### config.mk
export PLATFORM = sky130hd
export DESIGN_NAME = aes_key_reverser_flat
export DESIGN_NICKNAME = d
export VERILOG_FILES = /design/src/rtl/aes_key_reverser_if.sv /design/src/rtl/aes_key_reverser.sv /design/src/flat_wrapper.sv
export SDC_FILE = /design/constraint.sdc
export NUM_CORES = 1
export LEC_CHECK = 0
export ABC_AREA = 1
export BUFFER_PORTS_ARGS = -buffer_cell sky130_fd_sc_hd__clkbuf_2
export CAP_MARGIN = 20
export CORE_MARGIN = 4
export CORE_UTILIZATION = 40
export CTS_CLUSTER_SIZE = 24
export DETAILED_ROUTE_END_ITERATION = 7
export SLEW_MARGIN = 20
export SYNTH_ARGS = -nofsm -noshare
export SYNTH_HDL_FRONTEND = slang
export SYNTH_SLANG_ARGS = --single-unit
### constraint.sdc
create_clock -name clk -period 2.5 [get_ports clk]
set_input_delay 0.375 -clock clk [delete_from_list [all_inputs] [get_ports clk]]
set_output_delay 0.375 -clock clk [all_outputs]
set_load 0.02 [all_outputs]
### src/rtl/aes_key_reverser_if.sv
// rtl/aes_key_reverser_if.sv - start/key-load request and round-key stream bundle for aes_key_reverser
interface aes_key_reverser_if;
  logic         start;
  logic [127:0] last_key;
  logic [127:0] round_key;
  logic [3:0]   round_idx;
  logic         key_valid;
  logic         key_ready;
  logic         busy;
  logic         done;

  modport master (
    output start, last_key, key_ready,
    input  round_key, round_idx, key_valid, busy, done
  );

  modport slave (
    input  start, last_key, key_ready,
    output round_key, round_idx, key_valid, busy, done
  );
endinterface

### src/rtl/aes_key_reverser.sv
// rtl/aes_key_reverser.sv - AES-128 reverse key schedule, streams K10..K0 one round per cycle
// Optional AES_KEY_REVERSER_EQINV_EN: InvMixColumns on output keys 1..9 for the equivalent inverse cipher.
module aes_key_reverser #(
  parameter int NR = 10
) (
  input  logic              clk,
  input  logic              rst_n,
  aes_key_reverser_if.slave kif
);

  if (NR != 10) begin : g_nr_check
    $error("aes_key_reverser: only NR=10 (AES-128) is supported");
  end

  localparam logic [2047:0] SBOX_TBL = {
    128'h637c777bf26b6fc53001672bfed7ab76, 128'hca82c97dfa5947f0add4a2af9ca472c0,
    128'hb7fd9326363ff7cc34a5e5f171d83115, 128'h04c723c31896059a071280e2eb27b275,
    128'h09832c1a1b6e5aa0523bd6b329e32f84, 128'h53d100ed20fcb15b6acbbe394a4c58cf,
    128'hd0efaafb434d338545f9027f503c9fa8, 128'h51a3408f929d38f5bcb6da2110fff3d2,
    128'hcd0c13ec5f974417c4a77e3d645d1973, 128'h60814fdc222a908846eeb814de5e0bdb,
    128'he0323a0a4906245cc2d3ac629195e479, 128'he7c8376d8dd54ea96c56f4ea657aae08,
    128'hba78252e1ca6b4c6e8dd741f4bbd8b8a, 128'h703eb5664803f60e613557b986c11d9e,
    128'he1f8981169d98e949b1e87e9ce5528df, 128'h8ca1890dbfe6426841992d0fb054bb16
  };

  typedef enum logic {IDLE, EMIT} state_e;

  function automatic logic [7:0] sbox(input logic [7:0] x);
    return SBOX_TBL[2047 - 8*int'(x) -: 8];
  endfunction

  function automatic logic [31:0] sub_word(input logic [31:0] x);
    return {sbox(x[31:24]), sbox(x[23:16]), sbox(x[15:8]), sbox(x[7:0])};
  endfunction

  // Index 0 never reaches the datapath; it decodes to zero.
  function automatic logic [7:0] rcon(input logic [3:0] r);
    case (r)
      4'd1:    return 8'h01;
      4'd2:    return 8'h02;
      4'd3:    return 8'h04;
      4'd4:    return 8'h08;
      4'd5:    return 8'h10;
      4'd6:    return 8'h20;
      4'd7:    return 8'h40;
      4'd8:    return 8'h80;
      4'd9:    return 8'h1b;
      4'd10:   return 8'h36;
      default: return 8'h00;
    endcase
  endfunction

  state_e       state_q, state_d;
  logic [127:0] cur_key_q, cur_key_d;
  logic [3:0]   round_idx_q, round_idx_d;
  logic         key_valid_q, key_valid_d;
  logic         busy_q, busy_d;
  logic         done_q, done_d;

  logic [31:0]  a0, a1, a2, a3, b0, b1, b2, b3;
  logic [127:0] prev_key;

  assign a0 = cur_key_q[127:96];
  assign a1 = cur_key_q[95:64];
  assign a2 = cur_key_q[63:32];
  assign a3 = cur_key_q[31:0];
  assign b3 = a3 ^ a2;
  assign b2 = a2 ^ a1;
  assign b1 = a1 ^ a0;
  assign b0 = a0 ^ sub_word({b3[23:0], b3[31:24]}) ^ {rcon(round_idx_q), 24'h0};
  assign prev_key = {b0, b1, b2, b3};

  always_ff @(posedge clk or negedge rst_n) begin
    if (!rst_n) begin
      state_q     <= IDLE;
      cur_key_q   <= '0;
      round_idx_q <= '0;
      key_valid_q <= 1'b0;
      busy_q      <= 1'b0;
      done_q      <= 1'b0;
    end else begin
      state_q     <= state_d;
      cur_key_q   <= cur_key_d;
      round_idx_q <= round_idx_d;
      key_valid_q <= key_valid_d;
      busy_q      <= busy_d;
      done_q      <= done_d;
    end
  end

  always_comb begin
    state_d     = state_q;
    cur_key_d   = cur_key_q;
    round_idx_d = round_idx_q;
    key_valid_d = key_valid_q;
    busy_d      = busy_q;
    done_d      = 1'b0;
    case (state_q)
      IDLE: begin
        if (kif.start) begin
          cur_key_d   = kif.last_key;
          round_idx_d = 4'(NR);
          key_valid_d = 1'b1;
          busy_d      = 1'b1;
          state_d     = EMIT;
        end
      end
      EMIT: begin
        if (kif.key_ready) begin
          if (round_idx_q != 4'd0) begin
            cur_key_d   = prev_key;
            round_idx_d = round_idx_q - 4'd1;
          end else begin
            key_valid_d = 1'b0;
            busy_d      = 1'b0;
            done_d      = 1'b1;
            state_d     = IDLE;
          end
        end
      end
      default: state_d = IDLE;
    endcase
  end

`ifdef AES_KEY_REVERSER_EQINV_EN
  function automatic logic [7:0] xt(input logic [7:0] x);
    return {x[6:0], 1'b0} ^ (x[7] ? 8'h1b : 8'h00);
  endfunction

  function automatic logic [31:0] inv_mix_col(input logic [31:0] c);
    logic [7:0] s [4];
    logic [7:0] m2 [4];
    logic [7:0] m4 [4];
    logic [7:0] m8 [4];
    logic [7:0] m9 [4];
    logic [7:0] mb [4];
    logic [7:0] md [4];
    logic [7:0] me [4];
    for (int i = 0; i < 4; i++) begin
      s[i]  = c[31-8*i -: 8];
      m2[i] = xt(s[i]);
      m4[i] = xt(m2[i]);
      m8[i] = xt(m4[i]);
      m9[i] = m8[i] ^ s[i];
      mb[i] = m8[i] ^ m2[i] ^ s[i];
      md[i] = m8[i] ^ m4[i] ^ s[i];
      me[i] = m8[i] ^ m4[i] ^ m2[i];
    end
    return {me[0] ^ mb[1] ^ md[2] ^ m9[3],
            m9[0] ^ me[1] ^ mb[2] ^ md[3],
            md[0] ^ m9[1] ^ me[2] ^ mb[3],
            mb[0] ^ md[1] ^ m9[2] ^ me[3]};
  endfunction

  logic [127:0] round_key_eq;

  // The cur_key chain stays raw; only the presented key is transformed.
  always_comb begin
    round_key_eq = cur_key_q;
    if (round_idx_q != 4'd0 && round_idx_q != 4'(NR)) begin
      round_key_eq = {inv_mix_col(a0), inv_mix_col(a1), inv_mix_col(a2), inv_mix_col(a3)};
    end
  end

  assign kif.round_key = round_key_eq;
`else
  assign kif.round_key = cur_key_q;
`endif

  assign kif.round_idx = round_idx_q;
  assign kif.key_valid = key_valid_q;
  assign kif.busy      = busy_q;
  assign kif.done      = done_q;

endmodule
### src/flat_wrapper.sv
// flat-port wrapper written by rule: the top's interface ports become plain ports
module aes_key_reverser_flat 
#(
  parameter int NR = 10
)
  (clk, rst_n, kif_start, kif_last_key, kif_key_ready, kif_round_key, kif_round_idx, kif_key_valid, kif_busy, kif_done);
  aes_key_reverser_if kif_i ();
  input  logic clk;
  input  logic rst_n;
  input wire logic [$bits(kif_i.start)-1:0] kif_start;
  input wire logic [$bits(kif_i.last_key)-1:0] kif_last_key;
  input wire logic [$bits(kif_i.key_ready)-1:0] kif_key_ready;
  output wire logic [$bits(kif_i.round_key)-1:0] kif_round_key;
  output wire logic [$bits(kif_i.round_idx)-1:0] kif_round_idx;
  output wire logic [$bits(kif_i.key_valid)-1:0] kif_key_valid;
  output wire logic [$bits(kif_i.busy)-1:0] kif_busy;
  output wire logic [$bits(kif_i.done)-1:0] kif_done;
  assign kif_i.start = kif_start;
  assign kif_i.last_key = kif_last_key;
  assign kif_i.key_ready = kif_key_ready;
  assign kif_round_key = kif_i.round_key;
  assign kif_round_idx = kif_i.round_idx;
  assign kif_key_valid = kif_i.key_valid;
  assign kif_busy = kif_i.busy;
  assign kif_done = kif_i.done;
  aes_key_reverser #(.NR(NR)) u_core (.clk(clk), .rst_n(rst_n), .kif(kif_i));
endmodule
# Word-level counts from Yosys, hierarchy flattened
# Memories as Yosys holds them, arrays and structs flattened.
# Cells that the tools add are included.
[classes]
addsub = 5
n_eq_ne = 4
shifts = 4
muxes = 19
bitwise = 6
n_reduce_logical = 3
[op_table]
columns = ["operator", "count"]
rows = [
  ["indexed part select 2055 x 32 -> 8 bit (first input constant)", 4],
  ["two-way mux 128 bit", 3],
  ["one-hot mux 128 bit (2 select lines)", 1],
  ["XOR 32 bit", 5],
  ["subtractor 11 x 11 -> 12 bit (first input constant)", 4],
  ["two-way mux 4 bit", 3],
  ["two-way mux 1 bit", 9],
  ["inequality test 2 bit (second input constant)", 4],
  ["one-hot mux 4 bit (2 select lines)", 1],
  ["AND reduction 3 bit", 2],
  ["one-hot mux 1 bit (2 select lines)", 2],
  ["nonzero test 4 bit", 1],
  ["subtractor 4 x 1 -> 4 bit (second input constant)", 1],
  ["inverter 1 bit", 1],
]
[word_totals]
reg_bits = 135
rom_bits = 128
in_bits = 132
out_inout_bits = 135
wordCells = 47
mem_count = 1
[mem_list]
columns = ["name", "words", "width", "read_ports", "rd_ports_with_merged_regs", "write_ports", "line", "source"]
rows = [
  ["(no name shown)", 16, 8, 1, 0, 0, "aes_key_reverser.sv:38", "case (r)"],
]

# Depth between registers and ports, before layout
# Gate-level depths: netlist (run 1).
[logic_depth]
ltp_word = 8
mapped_depth = 20
depth_no_buf = 20

# Worst setup path before layout (run 1)
# Ideal clock, no wire load.
[synth_timing]
path_type = "register -> register"
from = "register u_core.cur_key_q[57] (netlist: u_core.kif.round_key[57])"
to = "register u_core.cur_key_q[103] (netlist: u_core.kif.round_key[103])"
setup_ns = 0.117
t_arrival_ns = 2.296
slack_ns = 0.087
path_stages_with_launch = 17
synth_period_minus_slack_ns = 2.413
cell_sequence = "dfrtp_1 inv_1 nand2_1 nand2_1 ha_1 inv_1 nand2_1 buf_2 nand2_1 nand3_1 nand3_1 nand3_1 nand3_1 nand3b_1 nand3_1 nand2_1 nand2_1"
[synth_between]
elab_chain_cells = 8
[synth_lines]
columns = ["item", "line", "source"]
rows = [
  ["start, declared", "aes_key_reverser.sv:54", "logic [127:0] cur_key_q, cur_key_d;"],
  ["start signal, assigned", "aes_key_reverser.sv:83", "cur_key_q <= cur_key_d;"],
  ["XOR 32 bit", "aes_key_reverser.sv:67", "assign b3 = a3 ^ a2;"],
  ["subtractor 11 x 11 -> 12 bit", "aes_key_reverser.sv:29", "return SBOX_TBL[2047 - 8*int'(x) -: 8];"],
  ["indexed part select 2055 x 32 -> 8 bit", "aes_key_reverser.sv:29", ""],
  ["XOR 32 bit (2 in a row)", "aes_key_reverser.sv:70", "assign b0 = a0 ^ sub_word({b3[23:0], b3[31:24]}) ^ {rcon(round_idx_q), 24'h0};"],
  ["two-way mux 128 bit", "aes_key_reverser.sv:110", "if (round_idx_q != 4'd0) begin"],
  ["two-way mux 128 bit", "aes_key_reverser.sv:109", "if (kif.key_ready) begin"],
  ["one-hot mux 128 bit (2 select lines)", "aes_key_reverser.sv:98", "case (state_q)"],
]
# No other way between the ends. The select of a mux whose other input is x is not followed.
# A chain may end at the register's enable or synchronous reset.

# Worst setup path after layout (run 1)
[layout_timing]
from = "register u_core.cur_key_q[16] (netlist: u_core.kif.round_key[16])"
to = "register u_core.cur_key_q[127] (netlist: u_core.kif.round_key[127])"
# Same word-level chain as after synthesis.

==> results of run 1 <==
layout by cell type, fill, tap and decap left out, types with 41 or more instances in the layout:
master / n
sky130_fd_sc_hd__dfrtp_1: 129
sky130_fd_sc_hd__ha_1: 41
sky130_fd_sc_hd__inv_1: 112
sky130_fd_sc_hd__clkbuf_2: 265
sky130_fd_sc_hd__nand2_1: 1134
sky130_fd_sc_hd__a21oi_1: 115
sky130_fd_sc_hd__o21ai_0: 76
sky130_fd_sc_hd__nand3_1: 1140
sky130_fd_sc_hd__buf_12: 47
sky130_fd_sc_hd__buf_4: 327
sky130_fd_sc_hd__nand3_2: 48
sky130_fd_sc_hd__nand2_2: 93
sky130_fd_sc_hd__nor2_1: 148
cell type report:
cell class,instances,area (µm²),share of cell area
timing repair buffer,652,4870,0.190
multi-input combinational,3024,15400,0.600
tap,615,769,0.0300
sequential,135,3390,0.132
clock buffer,18,439,0.0171
inverter,163,634,0.0247
clock inverter,14,140,0.00546
antenna,8,20.0,0.000780
flip-flops by register name, indices dropped and copies added, names as in the netlist:
register	count
u_core.kif.round_idx	4
u_core.state_q	1
u_core.kif.key_valid	1
u_core.kif.round_key	128
u_core.kif.done	1
worst max path at each step:
stage / from / slack (ns) / to / depth (start not counted)
after floorplan: u_core.kif.round_key[57]$_DFFE_PN0P_ / 0.09 / u_core.kif.round_key[103]$_DFFE_PN0P_ / 16
after global placement: u_core.kif.round_key[8]$_DFFE_PN0P_ / -0.03 / u_core.kif.round_key[113]$_DFFE_PN0P_ / 15
after detailed placement: u_core.kif.round_key[8]$_DFFE_PN0P_ / -0.06 / u_core.kif.round_key[115]$_DFFE_PN0P_ / 17
after CTS: u_core.kif.round_key[33]$_DFFE_PN0P_ / 0.0002 / u_core.kif.round_key[109]$_DFFE_PN0P_ / 19
after global routing: u_core.kif.round_key[16]$_DFFE_PN0P_ / -0.05 / u_core.kif.round_key[124]$_DFFE_PN0P_ / 18
final: u_core.kif.round_key[16]$_DFFE_PN0P_ / 0.13 / u_core.kif.round_key[127]$_DFFE_PN0P_ / 20
worst max-delay path, stage by stage (launching register included):
cell and delay, ns:
sky130_fd_sc_hd__dfrtp_1 0.38, sky130_fd_sc_hd__inv_1 0.08, sky130_fd_sc_hd__nand2_1 0.08, sky130_fd_sc_hd__nand2_2 0.08, sky130_fd_sc_hd__buf_4 0.16, sky130_fd_sc_hd__ha_1 0.20
sky130_fd_sc_hd__inv_2 0.09, sky130_fd_sc_hd__nand3_4 0.11, sky130_fd_sc_hd__nand2_2 0.08, sky130_fd_sc_hd__inv_2 0.05, sky130_fd_sc_hd__buf_4 0.14, sky130_fd_sc_hd__nand2_1 0.05
sky130_fd_sc_hd__nand3_1 0.10, sky130_fd_sc_hd__nand2_1 0.09, sky130_fd_sc_hd__nand3_1 0.11, sky130_fd_sc_hd__nand3_2 0.10, sky130_fd_sc_hd__nand2_1 0.05, sky130_fd_sc_hd__nand2_1 0.07
sky130_fd_sc_hd__nand3_2 0.08, sky130_fd_sc_hd__nand2_1 0.10, sky130_fd_sc_hd__nand2_1 0.05
stage by stage:
stage | hold slack [ns] | TNS [ns]
floorplan | 0.0794 | 0
global placement | 0.257 | -0.0664
detailed placement | 0.264 | -0.258
CTS | 0.104 | 0
global route | 0.125 | -0.223
finish | 0.124 | 0
per-layer routing:
metal  vias up  wire, µm
met5         -         7
met4         2      6210
met3       373     10800
met2      1790     44900
met1     12600     40200
li1      12900         -
cells by family after synthesis:
group / synth area share
buffers and inverters: 0.0921
AO/OA/AOI/OAI: 0.0804
XOR/XNOR: 0.0242
AND/OR/NAND/NOR: 0.594
flip-flops: 0.173
adder cells (fa/ha/maj): 0.0371
timing repair:
| action | in CTS | in global routing |
|---|---|---|
| pin swaps | 0 | 32 |
| endpoints found under the setup margin | 11 | 32 |
| hold endpoints to repair | 23 | 0 |
| setup buffers | 0 | 24 |
| cloned | 0 | 1 |
| hold buffers | 1 | 0 |
| resized for setup | 5 | 257 |
==> results by stage, run 1 <==
Setup path:
- The worst setup path is launched from a flop.
- In this run the critical register-to-register path is launched from u_core.kif.round_key[16]$_DFFE_PN0P_.
- The critical path is of the flop to flop type.
- The destination of the worst register-to-register timing path is u_core.kif.round_key[127]$_DFFE_PN0P_.
- STA puts the critical path data arrival time at 2.75 ns.
- The number of cells traversed by the worst register-to-register path is 20.
- STA classifies the critical path endpoint as a flop.
- The setup check on the worst reg-to-reg path leaves a slack of 0.13 ns.
- For the worst setup path, the data required time is 2.88 ns.
- In this run the worst path has a maximum fanout of 4.

Yosys:
- For this run, asynchronously set or reset flops after synthesis account for 1.00.
- The number of cells produced by synthesis is 3570.
- The leading register cell type out of synthesis is sky130_fd_sc_hd__dfrtp_1.
- The post-synth net total is 3760.
- By count the netlist is led by sky130_fd_sc_hd__nand2_1, sky130_fd_sc_hd__nand3_1, sky130_fd_sc_hd__nor2_1.
- By instance count, the leading cell after synthesis is sky130_fd_sc_hd__nand2_1.
- Summed over all instances, the cell type with the most area after synthesis is sky130_fd_sc_hd__nand3_1.
- The share of synthesized area in the top cell type comes to 0.304.
- Of the synthesized area, sequential elements account for 0.173.
- The distinct cell type count after synthesis is 37.
- The cell area that synthesis handed to floorplanning was 19600 µm².
- The synthesized flop and latch total is 135.
- The per-instance average area after synthesis is 5.48 µm².
- Yosys printed 0 warnings.
- The synthesized design contains 0 enable-type register cells.
- Sorting the synthesized cells by area gives the leading types as sky130_fd_sc_hd__nand3_1, sky130_fd_sc_hd__nand2_1, sky130_fd_sc_hd__dfrtp_1.

Clocking:
- The master cell of the clock root buffer is sky130_fd_sc_hd__clkbuf_16.
- The count of clock tree sinks is 135.
- After clock tree synthesis, the clock-pin slew on the worst setup and hold paths is 0.08 ns.
- The clock network latency to the later pin of the worst-skew pair is 0.49 ns.
- The buffer levels on the longest clock path is 2.
- The H-tree depth is 4.
- The CTS tree is yes.
- The number of buffers created by CTS is 17.

Hold path:
- The beginning of the worst hold path is kif_last_key[86].
- For hold timing, the worst endpoint is u_core.kif.round_key[86]$_DFFE_PN0P_.
- The depth of the worst hold-timing path is 3.
- The classification of the worst-slack hold path is input port to flop.

Detailed routing:
- The detail route stage leaves a number of antenna-violating nets equal to 0.
- Before antenna repair, the detailed router went through 8 iterations.
- For this block, the routed nets add up to 102 mm of wire.
- Detailed routing inserted a total of 27700 vias.
- The post-detailed-route via-to-cell ratio is 5.98.
- For this run, design rule violations remaining after detail routing come to 1.
- After detailed routing, the average wire length per cell comes to 22.1 µm.
- The number of DRC markers in iteration 0 is 3786.

Floorplanning:
- From bottom edge to top edge, the die measures 229 µm.
- The core area is 48000 µm².
- The die area is 52500 µm².
- The starting density of the core is 0.407.
- The horizontal extent of the die is 229 µm.
- In this run the count of I/O pins placed on the die edge is 267.
- The floorplan has 80 rows.

Timing:
- At the pin with the least slew margin, the transition time is 0.755 ns.
- The relative max-transition margin is 0.497.
- Setup repair after global routing could not meet its margin everywhere.
- Of the available clock period, the critical path in the final layout requires 0.949.
- The max-slew violation count is 0.
- The highest attainable clock frequency is 421 MHz.
- The worst path in the final design needs a cycle of 2.37 ns, including I/O delays and setup.
- Setup violations remaining at the end of the flow were counted as 0.
- Across all setup checks in the final design, the least slack found is 0.127 ns.
- The final worst clock skew is 0.0173 ns.
- The count of final hold-check violations is 0.

Status:
- The flow ran to the end, but the final reports show violations.
- The checks that failed: design-rule violations.

Placement:
- After legalization and detailed placement, the total HPWL measured 76.4 mm.
- The routability-driven placement congestion ratio is 1.00.
- The setup slack after placement is -0.0562 ns.
- Counting tap cells, the placed design contains a total of 4563 instances.
- After detailed placement, the total cell area comes to 23900 µm².
- Port buffering added 266 buffers.

GRT:
- The total overflow left after global routing is 0.
- The wire length of the first global-routing pass is 154 mm.
- For this run, global-route usage on met3 was measured as 0.0806.
- The initial antenna violation count is 10.
- After global routing, the most crowded layer is met2.
- The pin count of the biggest net entering global routing is 113.
- The via count of the first global-routing pass was 25100.
- Across every metal layer, demand over resource in global routing totals 0.369.
- The met1 capacity usage during global routing is 0.488.
- The met2 routing resource usage after global routing is 0.565.

Flow run:
- The tool flagged a number of max-cap violations equal to 0.

Layout:
- The net count of the finished layout is 4183.
- The area growth from synthesis to layout is 31.1%.
- The fraction of layout cells with a size suffix above 1 is 0.241.
- Counting the fill cells in the layout gives 5082.
- The post-route non-filler standard cell count is 4629.
- Measured on the finished design, the core utilization comes to 0.534.
- The finished cells cover 25700 µm².
Power of run 1 is left out: the tool's default activity adds up to more than one toggle a clock period on the data nets, which glitch-free logic cannot reach.
==> run 2: changes to the inputs <==
--- a/config.mk
+++ b/config.mk
@@ -12,6 +12,7 @@
 export CORE_UTILIZATION = 40
 export CTS_CLUSTER_SIZE = 24
 export DETAILED_ROUTE_END_ITERATION = 7
+export PLACE_DENSITY_LB_ADDON = 0.12
 export SLEW_MARGIN = 20
 export SYNTH_ARGS = -nofsm -noshare
 export SYNTH_HDL_FRONTEND = slang
==> run 2 against run 1 <==
  * The flow now finishes without violations
  * Highest routed layer unchanged
  * Maximum frequency shrank 0.93%
  * Clock-buffer cell count grew 1
  * Critical path depth shrank 2
  * Clock skew grew 0.0013 ns
==> results by stage, run 2 (synthesis results as in run 1) <==
GRT:
- The overall fraction of global-route tracks in use is 0.360 (-0.00961).
- The via count of the first global-routing pass is 24700 (-1.4%).
- The overall overflow remaining after global route came to 0 (unchanged).
- The wire length of the first global-routing pass is 150 mm (-2.2%).
- The initial antenna violation count is 6 (-4).
- The pin count of the biggest net entering global routing came to 110 (-2.7%).

Detailed routing:
- The post-detailed-route count of antenna-violating nets is 0 (unchanged).
- The total wire length after detailed routing is 99.8 mm (-2.2%).
- The post-detailed-route via-to-cell ratio came to 6.04 (+0.96%).
- The count of vias placed by the detailed router came to 27700 (+0.15%).
- The post-detailed-route wirelength per cell was 21.7 µm (-1.4%).
- The final routed DRC violation total is 0 (-1).
- The number of detailed-route iterations in the first pass came to 7 (-1).
- The number of DRC markers in iteration 0 was 4615 (+22%).

Layout:
- The leading cell type in the layout, fill and taps excluded is sky130_fd_sc_hd__nand2_1.
- From synthesis to final layout, the design area changed by 28.7%.
- In the layout the commonest cells are sky130_fd_sc_hd__nand2_1, sky130_fd_sc_hd__nand3_1, sky130_fd_sc_hd__buf_4.
- The final-layout fill cell count is 5140 (+1.1%).
- The register area was 3380 µm² (-0.15%).
- The total area of multi-input combinational cells is 15300 µm² (-0.31%).
- The number of nets in the layout came to 4152 (-0.74%).
- The fraction of layout cells with a size suffix above 1 was 0.230 (-0.0111).
- The number of flip-flops under the largest register name was 128 (unchanged).
- The final cell utilization of the core is 0.524 (-0.00945).

Hold path:
- The min-delay analysis places its worst path in the category input port to flop.
- The depth of the worst hold-timing path is 3 (unchanged).

Timing:
- The transition time of the tightest slew-check pin was 0.668 ns (-0.0865 ns).
- The max-slew violation count is 0 (unchanged).
- The final worst clock skew is 0.0186 ns (+0.00132 ns).
- The relative max-transition margin is 0.554 (+0.0572).
- The post-route minimum period was 2.40 ns (+0.0224 ns).
- The highest attainable clock frequency is 417 MHz (-0.93%).
- The count of final hold-check violations is 0 (unchanged).
- The setup TNS is 0 ns (unchanged).
- The total setup violations reported at the end of the flow was 0 (unchanged).
- The fraction of the cycle the final worst path needs is 0.958 (+0.00895).

Clocking:
- TritonCTS built the clock tree.
- The count of clock tree sinks was 135 (unchanged).
- The H-tree depth is 4 (unchanged).
- Clock tree synthesis selected as its root buffer the cell sky130_fd_sc_hd__clkbuf_16.
- The clock network latency to the later pin of the worst-skew pair was 0.51 ns (+0.02 ns).
- The number of buffers created by CTS is 17 (unchanged).
- The clock slew at the register clock pins of the worst setup and hold paths came to 0.07 ns (about the same).
- The buffer levels on the longest clock path was 2 (unchanged).

Setup path:
- The required time of the critical path is 2.90 ns (+0.02 ns).
- The worst setup path startpoint is u_core.kif.round_key[48]$_DFFE_PN0P_.
- The destination of the worst register-to-register timing path is u_core.kif.round_key[126]$_DFFE_PN0P_.
- The cell occurring most often along the worst timing path is sky130_fd_sc_hd__nand2_1.
- The kind of capture point of the worst setup path is a flop.
- The slowest stage of the critical path belongs to the cell sky130_fd_sc_hd__dfrtp_1.
- The number of cells traversed by the worst register-to-register path is 18 (-10%).
- STA classifies the critical path startpoint as a flop.
- The signal on the critical path passes through inv_1, nand2_1, nand2_2, buf_4, ha_1, inv_1, nand2_4, nand2_1, nand2_1, o211ai_1, nand2_1, nand3_1, nand3_1, nand2_1, nand2_1, nand3_1, nand2_1, nand2_1.
- In this run the worst setup path terminates at u_core.kif.round_key[126]$_DFFE_PN0P_.
- The launch point of the worst reg-to-reg path is u_core.kif.round_key[48]$_DFFE_PN0P_.
- The highest net fanout along the worst path is 7 (+3).
- The delay of the slowest cell on the worst path is 0.42 ns (+0.04 ns).
- By startpoint and endpoint, the worst setup path is classified as flop to flop.
- The flop-to-flop setup slack is 0.10 ns (-0.02 ns).
- The worst path arrival time is 2.80 ns (+0.05 ns).

Floorplanning:
- The core area is 48000 µm² (unchanged).
- The die span in y is 229 µm (unchanged).
- The die area was 52500 µm² (unchanged).
- The cell row count is 80 (unchanged).
- The starting density of the core is 0.407 (unchanged).
- The horizontal extent of the die was 229 µm (unchanged).
- The count of boundary I/O pins is 267 (unchanged).

Status:
- The run finished with clean final reports.

Flow run:
- The max-capacitance violation count was 0 (unchanged).

Placement:
- The placed wire-length estimate is 73.4 mm (-4.0%).
- The routability-driven placement congestion ratio is 1.06 (+5.9%).
- The number of input and output port buffers inserted is 266 (unchanged).
run 2: cell count changes in the layout (fill, tap and decap cells not counted), sizes merged, moves of 2 or more:
cell    before  now
clkbuf     283  285
clkinv      10   12
diode        8    3
buf        386  355
inv        160  158
run 2: layout make-up:
type / instances / share of cell area
diodes: 3 / 0.000298
clock buffers: 19 / 0.0176
clock inverters: 12 / 0.00318
inverters: 163 / 0.0246
multi-input cells: 3023 / 0.609
flip-flops and latches: 135 / 0.134
well taps: 615 / 0.0305
repair buffers: 622 / 0.181
run 2: how the worst min path moves through the flow:
| stage | startpoint | endpoint |
|---|---|---|
| floorplan | rst_n | u_core.kif.done$_DFF_PN0_ |
| global route | kif_last_key[42] | u_core.kif.round_key[42]$_DFFE_PN0P_ |
| CTS | kif_last_key[88] | u_core.kif.round_key[88]$_DFFE_PN0P_ |
| detailed placement | rst_n | u_core.kif.round_key[124]$_DFFE_PN0P_ |
| global placement | rst_n | u_core.kif.round_key[124]$_DFFE_PN0P_ |
| finish | kif_last_key[88] | u_core.kif.round_key[88]$_DFFE_PN0P_ |
run 2: routing by layer:
metal | vias up | wire length [µm] | track usage
met5 | - | 41 | 0
met4 | 6 | 4790 | 0.142
met3 | 365 | 12100 | 0.0862
met2 | 1971 | 43400 | 0.551
met1 | 12600 | 39400 | 0.489
li1 | 12800 | - | -
run 2: critical path, delay by kind of cell, from the launching register on:
family                     cells  cell delay, ns
and+or+nand+nor               13            1.25
DFF                            1            0.42
buffers and inverters          3            0.35
adders and majority gates      1            0.17
AOI/OAI and AO/OA              1            0.12
run 2: through the flow:
stage | instance area (µm²) | hold WS [ns] | setup WS, ns | std cells
after floorplan | 19600 | 0.0794 | 0.0872 | 3570
after global placement | 23600 | 0.401 | -0.0277 | 4532
after detailed placement | 23600 | 0.399 | -0.0615 | 4532
after CTS | 24100 | 0.0996 | 0.00316 | 4564
after global routing | 25200 | 0.113 | -0.0420 | 4590
final | 25200 | 0.119 | 0.105 | 4592
run 2: timing repair:
action                     CTS  global route
hold buffers                 1             0
cloned                       0             1
gates resized for setup      4           233
setup endpoints to repair    4            33
hold endpoints to repair    51             0
pin swaps                    0            26
setup buffers                0            24
Power of run 2 is left out for the same reason.
